[config.mk]
export PLATFORM = sky130hd
export DESIGN_NAME = serial_adder
export DESIGN_NICKNAME = d
export VERILOG_FILES = /design/src/rtl/serial_adder.sv
export SDC_FILE = /design/constraint.sdc
export NUM_CORES = 1
export LEC_CHECK = 0
export CAP_MARGIN = 25
export CORE_UTILIZATION = 38
export DETAILED_ROUTE_END_ITERATION = 10
export PLACE_DENSITY = 0.68
export SETUP_SLACK_MARGIN = 0.1
export SLEW_MARGIN = 20
export SYNTH_ARGS = -nofsm -noshare
export SYNTH_HDL_FRONTEND = slang
export SYNTH_SLANG_ARGS = --single-unit
[constraint.sdc]
create_clock -name clk -period 3.6 [get_ports clk]
set_input_delay 1.08 -clock clk [delete_from_list [all_inputs] [get_ports clk]]
set_output_delay 1.08 -clock clk [all_outputs]
set_load 0.05 [all_outputs]
[src/rtl/serial_adder.sv]
// Bit-serial adder: one full-adder slice built from two half-adder cells and a carry flop
// processes operands LSB-first, one bit per clock, with valid/ready on both sides.

module half_adder (
  input  logic i_a,
  input  logic i_b,
  output logic o_s,
  output logic o_c
);
  assign o_s = i_a ^ i_b;
  assign o_c = i_a & i_b;
endmodule

// state | meaning
// IDLE  | waiting for operands, in_ready high
// RUN   | one bit of A+B added per cycle, LSB first
// DONE  | result held on Sum/Carry/Overflow until out_ready
module serial_adder #(
  parameter int WIDTH = 8
) (
  input  logic             clk,
  input  logic             rst,
  input  logic             in_valid,
  output logic             in_ready,
  input  logic [WIDTH-1:0] A,
  input  logic [WIDTH-1:0] B,
  input  logic             Cin,
  output logic             out_valid,
  input  logic             out_ready,
  output logic [WIDTH-1:0] Sum,
  output logic             Carry,
  output logic             Overflow,
  output logic             busy
);

  localparam int CW = (WIDTH > 1) ? $clog2(WIDTH) : 1;
  localparam logic [CW-1:0] LAST_BIT = CW'(WIDTH - 1);

  typedef enum logic [1:0] {
    S_IDLE = 2'd0,
    S_RUN  = 2'd1,
    S_DONE = 2'd2
  } state_t;

  state_t r_state;
  state_t w_state_nxt;

  logic [WIDTH-1:0] r_a_sh;
  logic [WIDTH-1:0] r_b_sh;
  logic [WIDTH-1:0] r_sum;
  logic [CW-1:0]    r_cnt;
  logic             r_c;
  logic             r_carry;
  logic             r_ovf;

  logic w_p;
  logic w_g;
  logic w_s;
  logic w_t;
  logic w_c_nxt;
  logic w_accept;
  logic w_last;

  half_adder u_ha0 (
    .i_a (r_a_sh[0]),
    .i_b (r_b_sh[0]),
    .o_s (w_p),
    .o_c (w_g)
  );

  half_adder u_ha1 (
    .i_a (w_p),
    .i_b (r_c),
    .o_s (w_s),
    .o_c (w_t)
  );

  assign w_c_nxt  = w_g | w_t;
  assign w_accept = in_valid && in_ready;
  assign w_last   = (r_state == S_RUN) && (r_cnt == LAST_BIT);

  always_ff @(posedge clk or posedge rst) begin
    if (rst) begin
      r_state <= S_IDLE;
    end else begin
      r_state <= w_state_nxt;
    end
  end

  always_comb begin
    w_state_nxt = r_state;
    case (r_state)
      S_IDLE: if (w_accept) w_state_nxt = S_RUN;
      S_RUN:  if (w_last) w_state_nxt = S_DONE;
      S_DONE: if (out_ready) w_state_nxt = S_IDLE;
      default: w_state_nxt = S_IDLE;
    endcase
  end

  always_comb begin
    in_ready  = 1'b0;
    out_valid = 1'b0;
    busy      = 1'b0;
    case (r_state)
      S_IDLE: in_ready  = 1'b1;
      S_RUN:  busy      = 1'b1;
      S_DONE: out_valid = 1'b1;
      default: in_ready = 1'b0;
    endcase
  end

  // Sum shifts in at the MSB so bit 0 lands at position 0 after WIDTH shifts.
  always_ff @(posedge clk or posedge rst) begin
    if (rst) begin
      r_a_sh  <= '0;
      r_b_sh  <= '0;
      r_sum   <= '0;
      r_cnt   <= '0;
      r_c     <= 1'b0;
      r_carry <= 1'b0;
      r_ovf   <= 1'b0;
    end else begin
      case (r_state)
        S_IDLE: begin
          if (w_accept) begin
            r_a_sh <= A;
            r_b_sh <= B;
            r_c    <= Cin;
            r_cnt  <= '0;
          end
        end
        S_RUN: begin
          r_sum  <= {w_s, r_sum[WIDTH-1:1]};
          r_a_sh <= r_a_sh >> 1;
          r_b_sh <= r_b_sh >> 1;
          r_c    <= w_c_nxt;
          if (w_last) begin
            r_carry <= w_c_nxt;
            r_ovf   <= r_c ^ w_c_nxt;
          end else begin
            r_cnt <= r_cnt + 1'b1;
          end
        end
        default: begin
        end
      endcase
    end
  end

  assign Sum      = r_sum;
  assign Carry    = r_carry;
  assign Overflow = r_ovf;

endmodule

# After elaboration in Yosys (flattened, before gate mapping)
# Index checks and enable logic that the tools add are counted.
# totals
word_cells	46
output_inout_bits	13
ramBits	0
mem_count	0
register_bits	32
latchBits	0
romBits	0
input_bits	21
# op_classes
n_mux	16
addsub	1
shift	0
bitwise_logic	6
order_cmp	0
eq_ne	7
n_div	0
n_reduce_logical	8
multipliers	0
# ops
cell	count
$pmux 8 s2	2
$mux 8	2
$ne 2x2->1 const B	4
$mux 2	3
$mux 3	2
$pmux 2 s3	1
$pmux 3 s2	1
$reduce_and 3->1	2
$mux 1	4
$reduce_and 2->1	2
$add 3x1->3 const B	1
$eq 3x3->1 const B	1
$xor 1x1->1	3
$and 1x1->1	2
$eq 2x1->1 const B	1
$eq 2x2->1 const B	1
$logic_and 1x1->1	2
$logic_not 2->1	1
$pmux 1 s2	1
$reduce_bool 2->1	1
$or 1x1->1	1

# Depth between registers and ports, before layout
# logic_depth
word_depth	5
ltp_mapped	5
depth_no_buf	5

# By module
# Synthesis repeated with hierarchy kept, for this count alone.
# hier_totals
cells_unflattened	123
area_unflattened_um2	1483.9
# by_module_without_submodules
mod	instances	seq_area_each_um2	area_each_um2	cells_per_inst
serial_adder	1	800.8	1458.9	121
half_adder	2	0.0	12.5	1

# Least setup slack after synthesis
# Ideal clock, no wire load.
# synth_timing
kind	reg-to-output
start	reg r_state[1]
end	out out_valid
stages_incl_launch_ff	4
required_time_ps	2520
t_arrival_ps	1252
path_slack_ps	1268
n_path_buf	1
cell_sequence	dfrtp_1 inv_1 buf_2 nor2_1
# synth_between
elab_chain_cells	2
# synth_rtl
element	line_no	rtl
start: declaration	45	state_t r_state;
start signal: assignment	86	r_state <= w_state_nxt;
$eq 2x2->1	104	case (r_state)
$mux 1	104	
end: declaration	28	output logic out_valid,
# Every way passes these cells.

# Worst setup path in the final report
# layout_timing
start	reg r_state[0]
end	out busy
# layout_between
elab_chain_cells	2
# layout_rtl
element	line_no	rtl
$eq 2x1->1	104	
$mux 1	104	
end: declaration	33	output logic busy
# Every way passes these cells.

==> summary.txt <==
Worst setup path
  • Critical Path Start Type: register
  • Data arrival, critical path: 2200 ps
  • Critical path launch point: r_state[0]
  • Worst path bufs/invs: 2
  • Critical path fanouts, max: 22
  • Series of cell instances along the critical path: nand2b_4, inv_4, clkdlybuf4s50_1
  • Critical register-to-register path startpoint: r_state[0]
  • Crit-path leading delay family: buffers and inverters
  • Sort of element at the end of the critical path: output port
  • Critical Path Slowest Stage Cell: sky130_fd_sc_hd__clkdlybuf4s50_1
  • Worst path max stage delay: 820 ps
  • Type of the worst setup path: register to output port
  • Crit path required time: 2520 ps

Clocking
  • Clock Path Buffers: 2
  • Count of cells resized by post-cts repair: 0
  • Clock Tree Root: sky130_fd_sc_hd__clkbuf_8
  • CTS tree: yes
  • H-Tree Level Count: 2
  • # Post-CTS Setup Buffers: 0
  • Clock-pin slew on the worst setup and hold paths: 70 ps
  • Clock buffer count from CTS: 5
  • Clock latency of the later-clocked register in the worst-skew pair: 280 ps
  • Clk sink count: 32
  • Total of hold buffers inserted after clock tree synthesis: 0

Status
  • Run status: complete, no violations

Drt
  • Vias: roughly 1200
  • Violation count after the first detailed-route iteration: 52
  • Drt pass-1 iters: 4
  • Antenna Nets Post-Route: 0
  • Per-cell via count in the routed design: 5.37
  • Drc violations: 0
  • Routed wirelength normalized by instance count: 13.7 um
  • Drt total wl: 3140 um

Floorplanning
  • Area of the core region: 3720 sq um
  • Number of top-level design ports: 34
  • DIE AREA: between 4000 and 5000 sq um
  • Height of the die: about 65 um
  • Number of standard-cell rows in the floorplan: 22
  • Die X-Extent: 64.8 um
  • Effective utilization at floorplan: 40.3%

STA
  • Worst hold slack: 486 ps
  • Minimum period implied by the final worst setup slack: 3280 ps
  • Worst-case clock skew: 6.43 ps
  • Number of pins exceeding their max-slew limit in the final report: 0
  • Final critical-path setup slack: 324 ps
  • Final sum of negative setup slack: 0 ps
  • Max Freq: 0.305 GHz
  • Setup repair after global routing missed its margin: false
  • Max-slew headroom at the worst pin: 66.2%
  • Portion of the clock cycle consumed by the worst path in the final layout: between 90% and 100%
  • Final setup violating endpoints: 0
  • Final Hold Violating Endpoints: 0
  • Slew at the pin closest to its max-slew limit: 505 ps

Job
  • Number of violations of the max-capacitance limit: 0

Placement
  • Global placer's final weighted congestion: 0.889
  • Total placed instance area: 1850 sq um
  • Count of input and output buffers: 33
  • Worst setup slack before clock tree synthesis: 638 ps
  • Estimated wirelength of the detail-placed design: 2250 um
  • Cell Count Post-Placement: 221

Yosys
  • Avg Synthesized Cell Area: around 10 sq um
  • Number of instances in the synthesized netlist: 147
  • Synthesis warning total: 0
  • Post-synthesis sequential area ratio: 53.4%
  • #FFs+latches synth: 32
  • Unique cell type count in the Yosys netlist: 31
  • Post-synthesis cell area: 1500 sq um
  • Syn_nets: 171

Global route
  • Number of antenna violations at the first check in global routing: 0
  • GRT Residual Overflow: 0
  • Via count of the first global-routing pass: 1193
  • Overall routing resource usage: 16.7%
  • Maximum number of pins on one net before global-route repair: 33
  • Wire length of the first global-routing pass: roughly 5300 um

Min path
  • Min-Delay Path Class: register to register
  • Worst hold start: Sum[0]

Cells and area
  • Most frequent standard cell in the layout excluding fill and tap cells: sky130_fd_sc_hd__clkdlybuf4s50_1
  • # diodes: 0
  • NumNets Final: 204
  • Proportion of layout cells with a drive suffix above 1: 10.5%
  • Area of all placed cells without fillers: 1940 sq um
  • Final core utilization: 52.2%
  • Top library cells by usage in the layout, fill and taps aside: 33 x sky130_fd_sc_hd__clkdlybuf4s50_1, 32 x sky130_fd_sc_hd__dfrtp_1, 27 x sky130_fd_sc_hd__nand2_1, 24 x sky130_fd_sc_hd__o22ai_1, 15 x sky130_fd_sc_hd__a21oi_1
  • Signed area change from the synthesized netlist to the final layout: 29.3%
  • Final cell count without fillers: 229

Pwr
  • Power density cells: 922 nW/um^2
  • Maximum resistive drop on vdd: 374 uV
  • Post-layout total power: between 1.5 and 2 mW
  • Leakage power: 0.817 nW
-- cells by family (layout without fill, tap and decap cells) --
group           count (synthesis)  in the layout  synth area share (%)
buf+inv                        14             48                  5.17
flops                          32             32                  53.4
xor+xnor                        1              1                 0.584
simple gates                   42             42                  13.5
fa+ha+maj                       3              3                  3.00
mux                             2              2                  2.00
compound gates                 53             53                  22.3
-- worst reg2reg max path, cell delays in order (launching register included) --
cell,delay [ps]
sky130_fd_sc_hd__dfrtp_1,660
sky130_fd_sc_hd__nand2b_4,260
sky130_fd_sc_hd__inv_4,180
sky130_fd_sc_hd__nand2_2,110
sky130_fd_sc_hd__mux2_4,310
-- synthesized netlist by cell type --
cell type / count / share of area [%]
sky130_fd_sc_hd__nand2_1: 27 / 6.8
sky130_fd_sc_hd__nor2_4: 1 / 0.75
sky130_fd_sc_hd__o22ai_1: 24 / 10
sky130_fd_sc_hd__nor2_2: 2 / 0.83
sky130_fd_sc_hd__inv_4: 1 / 0.42
sky130_fd_sc_hd__nand2_2: 1 / 0.42
sky130_fd_sc_hd__o2bb2ai_1: 3 / 1.8
sky130_fd_sc_hd__a22oi_1: 2 / 1.0
sky130_fd_sc_hd__nand2b_4: 1 / 0.92
sky130_fd_sc_hd__nor3_1: 2 / 0.67
sky130_fd_sc_hd__o31ai_1: 1 / 0.50
sky130_fd_sc_hd__dfrtp_1: 32 / 53
sky130_fd_sc_hd__nor3b_1: 1 / 0.50
sky130_fd_sc_hd__nand3b_1: 1 / 0.50
sky130_fd_sc_hd__inv_1: 3 / 0.75
sky130_fd_sc_hd__ha_1: 2 / 1.7
sky130_fd_sc_hd__inv_2: 1 / 0.25
sky130_fd_sc_hd__buf_2: 6 / 2.0
sky130_fd_sc_hd__o21ai_1: 5 / 1.7
sky130_fd_sc_hd__a221oi_2: 1 / 1.0
sky130_fd_sc_hd__nand2b_1: 2 / 0.83
sky130_fd_sc_hd__a21oi_1: 15 / 5.0
sky130_fd_sc_hd__buf_6: 1 / 0.75
sky130_fd_sc_hd__nor2b_1: 2 / 0.83
sky130_fd_sc_hd__xor2_1: 1 / 0.58
sky130_fd_sc_hd__mux2_4: 2 / 2.0
sky130_fd_sc_hd__fa_1: 1 / 1.3
sky130_fd_sc_hd__o221a_2: 1 / 0.75
sky130_fd_sc_hd__nor2_1: 2 / 0.50
sky130_fd_sc_hd__o22a_1: 1 / 0.58
sky130_fd_sc_hd__buf_4: 2 / 1.0
-- sequential cells by signal, summed over array words and instances (netlist names) --
name and flops:
Sum 8, r_a_sh 8, r_b_sh 8, r_cnt 3, r_state 2, Carry 1
Overflow 1, r_c 1
-- report_power, final --
group,switching [mW],internal [mW],total [mW]
clock,0.126,0.156,0.282
combinational,0.514,0.326,0.841
sequential,0.142,0.522,0.664
total,0.783,1.00,1.79
-- routing by layer --
metal | up-vias | wire length (um) | global-route usage [%]
met5 | - | 0 | 0
li1 | 600 | - | -
met4 | 0 | 40 | 8.06
met1 | 585 | 1380 | 19.8
met3 | 5 | 144 | 4.58
met2 | 40 | 1580 | 27.7
-- layout make-up --
class	instances	area [sq um]
clock buffers	8	90.1
fillers	355	1780
inverters	5	21.3
multi-input cells	101	621
flip-flops and latches	32	801
well taps	48	60.1
repair buffers	35	345
-- final timing paths --
path,to,slack (ps),depth (start not counted)
setup / recovery,busy,320,3
hold reg to reg,Sum[0],490,2
min in group asynchronous,Sum[1],1180,3
hold / removal,Sum[0],490,2
setup reg to reg,Overflow,1960,4
max in group asynchronous,r_b_sh[3],2130,3
(Power assumes the default switching activity.)
==> RTL edit 1, RTL diff (same flow settings) <==
The parameter `WIDTH` goes from 8 to 16.
--- a/src/rtl/serial_adder.sv
+++ b/src/rtl/serial_adder.sv
@@ -16,7 +16,7 @@
 // RUN   | one bit of A+B added per cycle, LSB first
 // DONE  | result held on Sum/Carry/Overflow until out_ready
 module serial_adder #(
-  parameter int WIDTH = 8
+  parameter int WIDTH = 16
 ) (
   input  logic             clk,
   input  logic             rst,
Ports: changed (resized A, B and Sum); port bits go from 34 to 58. No check against the original RTL was run, so the function may have changed too.
==> RTL edit 1 against the original RTL <==
The run now ends with design-rule violations left. Worst setup slack better by 0.33 ns. Clock power is 80% higher. Count of clock-buffer cells in the layout is 6 higher. Routed wire length is 61% higher. Power is 81% higher. Sequential cell count is 25 higher. Synthesized area is 74% higher. Final area is 72% higher. Sequential share of layout area is 1.3 points higher. Sequential power is 75% higher. Critical endpoint is now in_ready.
==> RTL edit 1: results (changes against the original RTL) <==
cts:
  root_buffer: "clkbuf_8"
  ctsResizeCount: 0  # unchanged
  clock_latency_ns: 0.32  # +0.04 ns
  htreeDepth: 3  # +1
  cts_made_buffers: 9  # +4
  postCtsSetupRepairBufs: 0  # unchanged
run_status:
  status: "complete, but fails checks"
  violations: "design-rule violations"
sta:
  clock_skew_ns: 0.00449  # -0.00194 ns
  worst_pin_slew_ns: 0.573  # +0.0688 ns
logic_synthesis:
  synth_warnings: 0  # unchanged
  synth.distinct_cells: 34  # +9.7%
  synth_fp_nets: 296  # +73%
  synth_top_cells_by_count: "nand2_1 (85), dfrtp_1 (57), mux2i_1 (31), o21ai_1 (22), o21ai_0 (11)"
  synth_area_leaders: "dfrtp_1 (55%), nand2_1 (12%), mux2i_1 (12%), o21ai_1 (4.2%), o21ai_0 (2.1%)"
  synth_seq_area_share_pct: 54.8  # +1.4 points
placement:
  gp_congestion: 0.731  # -18%
  portBuffers: 57  # +73%
  post-place-ws_ns: 0.971  # +0.333 ns
  dpl.hpwl_mm: 3.44  # +53%
worst_setup_path:
  reg2reg_depth: 4  # unchanged
  crit_slowest_cell: "clkdlybuf4s50_1"
  critPathMaxStageDelay_ns: 0.82  # about the same
  critPathArrivalTime_ns: 1.86  # -0.34 ns
  path_max_fanout: 12  # -45%
finish:
  nets: 351  # +72%
  drive_gt1_share_pct: 6.98  # -3.5 points
detailed_routing:
  drt_iter0_drc: 103  # +98%
  wl_per_cell_um: 12.9  # -6.1%
  drc: 5  # +5
  wl_met3_um: 294  # +100%
  wl_met2_mm: 2.32  # +47%
  via_count: 1906  # +55%
  firstDrtPassIters: 10  # +6
  m1WireLength_mm: 2.38  # +73%
  dr.max_layer_used: "met4"
hold_path:
  min_delay_path_depth: 2  # unchanged
power_and_ir_drop:
  leakagePower_nw: 1.52  # +86%
  switchingPower_mw: 1.41  # +80%
  peakVddDrop_mv: 0.396  # +5.9%
grt:
  grt_antenna_before_repair: 0  # unchanged
  grt_pass1_wl_mm: 8.78  # +67%
  groute.usage.overall_pct: 15.8  # -0.96 points
  grt_max_degree: 66  # +100%
==> RTL edit 1: cells by family (layout without fill, tap and decap cells) <==
| group | count (synthesis) | count (layout) | synth area share, % |
|---|---|---|---|
| buffers and inverters | 19 | 77 | 5.77 |
| adder cells (fa/ha/maj) | 2 | 2 | 1.25 |
| AND/OR/NAND/NOR | 101 | 101 | 16.1 |
| multiplexers | 33 | 33 | 12.8 |
| AO/OA/AOI/OAI | 44 | 44 | 9.03 |
| XOR/XNOR | 1 | 1 | 0.336 |
| flip-flops | 57 | 57 | 54.8 |
==> RTL edit 1: metal layers <==
metal,vias up,GRT usage (%)
met4,0,4.16
met1,883,19.8
met2,52,25.4
met3,5,6.39
li1,966,-
met5,-,0
==> RTL edit 1: critical path, delay by kind of cell, from the launching register on <==
family / cells / cell delay (ns)
buffers and inverters: 1 / 0.82
flip-flops: 1 / 0.54
AND/OR/NAND/NOR: 1 / 0.18
==> RTL edit 1: metrics by stage <==
| step | cell area (sq um) | std cells |
|---|---|---|
| CTS | 3340 | 392 |
| floorplan | 2600 | 257 |
| global route | 3340 | 392 |
| global placement | 3180 | 378 |
| detailed placement | 3180 | 378 |
| finish | 3340 | 392 |
==> RTL edit 1: area by class of cell <==
type                            count  area [sq um]
Timing Repair Buffer               60           603
Multi-Input combinational cell    181          1040
Sequential cell                    57          1430
Tap cell                           77          96.3
Fill cell                         622          3150
Clock buffer                       14           163
Inverter                            3          16.3
==> RTL edit 1: power by group through the flow <==
stage | Combinational (mW) | Sequential [mW] | Clock [mW]
floorplan | 1.01 | 1.42 | 0
global placement | 1.54 | 1.16 | 0
detailed placement | 1.59 | 1.18 | 0
CTS | 1.59 | 1.17 | 0.526
global route | 1.73 | 1.21 | 0.557
finish | 1.56 | 1.16 | 0.507
==> RTL edit 1: path summary, 6_finish.rpt <==
check                       endpoint  slack (ns)       start
hold / removal                Sum[0]        0.48      Sum[0]
max in group asynchronous  r_b_sh[8]        1.97         rst
setup / recovery            in_ready        0.66  r_state[0]
hold reg to reg               Sum[0]        0.48      Sum[0]
setup reg to reg           r_a_sh[2]        1.97  r_state[0]
min in group asynchronous    Sum[13]        1.08         rst
==> RTL edit 2, RTL diff (same settings) <==
Made on the original files. Encoding of `state_t`: now one-hot (3 bits for 3 states).
--- a/src/rtl/serial_adder.sv
+++ b/src/rtl/serial_adder.sv
@@ -36,10 +36,10 @@
   localparam int CW = (WIDTH > 1) ? $clog2(WIDTH) : 1;
   localparam logic [CW-1:0] LAST_BIT = CW'(WIDTH - 1);
 
-  typedef enum logic [1:0] {
-    S_IDLE = 2'd0,
-    S_RUN  = 2'd1,
-    S_DONE = 2'd2
+  typedef enum logic [2:0] {
+    S_IDLE = 3'b001,
+    S_RUN  = 3'b010,
+    S_DONE = 3'b100
   } state_t;
 
   state_t r_state;
Behaviour: same outputs for any inputs over 10 cycles, from zero or initial values and one cycle with rst high; not proved beyond that.
==> RTL edit 2 against the original RTL <==
Non-clock buffer count stayed put. Synthesized cell count shrank 3.4%. First-iteration DRC count down 42%. Power is 8.6% lower. Register-to-register slack got worse by 0.57 ns. Sequential cell count rose by 1. Final area rose by 0.97%. Routed wire length fell by 3.9%. Combinational power fell by 16%. Cell count shrank 1.7%. Worst setup slack improved by 0.25 ns. Sequential power shrank 3.8%. Synthesized area unchanged. Critical path type unchanged. Largest power group unchanged.
==> RTL edit 2: results (changes against the original RTL) <==
logic_synthesis:
  synth_top_cells_by_count: "dfrtp_1 (32), nand2_1 (30), inv_1 (13), a21oi_1 (10), o22ai_1 (10)"
  synth.distinct_cells: 27  # -13%
  synth_fp_nets: 166  # -2.9%
  syn_inst: 142  # -3.4%
  synth_seq_area_share_pct: 55.2  # +1.8 points
  synth_area_leaders: "dfrtp_1 (53%), nand2_1 (7.5%), mux2_2 (6.0%), o22ai_1 (4.2%), mux2_4 (4.0%)"
detailed_routing:
  drt_iter0_drc: 30  # -42%
  via_per_inst: 4.90  # -8.7%
  drt_wl_total_mm: 3.02  # -3.9%
  wl_met3_um: 166  # +15%
  m1WireLength_mm: 1.39  # +0.73%
grt:
  grt_max_degree: 34  # +3.0%
  groute.usage.overall_pct: 16.8  # +0.094 points
  grt_pass1_wl_mm: 5.15  # -2.1%
  first_global_vias: 1105  # -7.4%
  grt_use_met3_pct: 5.99  # +1.4 points
worst_setup_path:
  startpoint: "r_state[1]"
  r2r_end: "r_b_sh[4]"
  crit_slowest_cell: "dfrtp_1"
  path_max_fanout: 24  # +9.1%
  reg2reg_depth: 5  # +1
  rrSetupSlack_ns: 1.39  # -0.57 ns
placement:
  gp_congestion: 0.689  # -23%
  placed_cells: 217  # -1.8%
sta:
  worst_pin_slew_ns: 0.728  # +0.224 ns
  timing.hold.ws_ns: 0.507  # +0.0210 ns
  clock_skew_ns: 0.00928  # +0.00285 ns
hold_path:
  hp-start: "Sum[1]"
finish:
  drive_gt1_share_pct: 12.4  # +1.9 points
  nets: 200  # -2.0%
run_status:
  status: "complete, no violations"
power_and_ir_drop:
  powerComb_uw: 706  # -16%
  total_power_mw: 1.63  # -8.6%
  peakVddDrop_mv: 0.486  # +30%
-- RTL edit 2: changes by cell type after synthesis, moves of 3 or more --
cell	before	now
o21ai_0	0	7
clkbuf_1	0	3
nand2_1	27	30
buf_2	6	2
inv_1	3	13
o21ai_1	5	0
mux2_2	0	8
a21oi_1	15	10
o2bb2ai_1	3	0
o22ai_1	24	10
-- RTL edit 2: logic make-up (layout without fill, tap and decap cells) --
logic type,count (synthesis),in the layout,share of synthesized area [%]
AND/OR/NAND/NOR,41,41,12.6
flip-flops,33,33,55.2
AO/OA/AOI/OAI,29,29,10.9
buffers and inverters,21,56,6.43
multiplexers,14,14,11.4
adder cells (fa/ha/maj),3,3,3.00
XOR/XNOR,1,1,0.584
-- RTL edit 2: area by class of cell --
type	count	area, sq um
sequential	33	827
inverter	13	48.8
fill	358	1760
multi-input combinational	88	576
clock buffer	8	90.1
timing repair buffer	35	355
tap	48	60.1
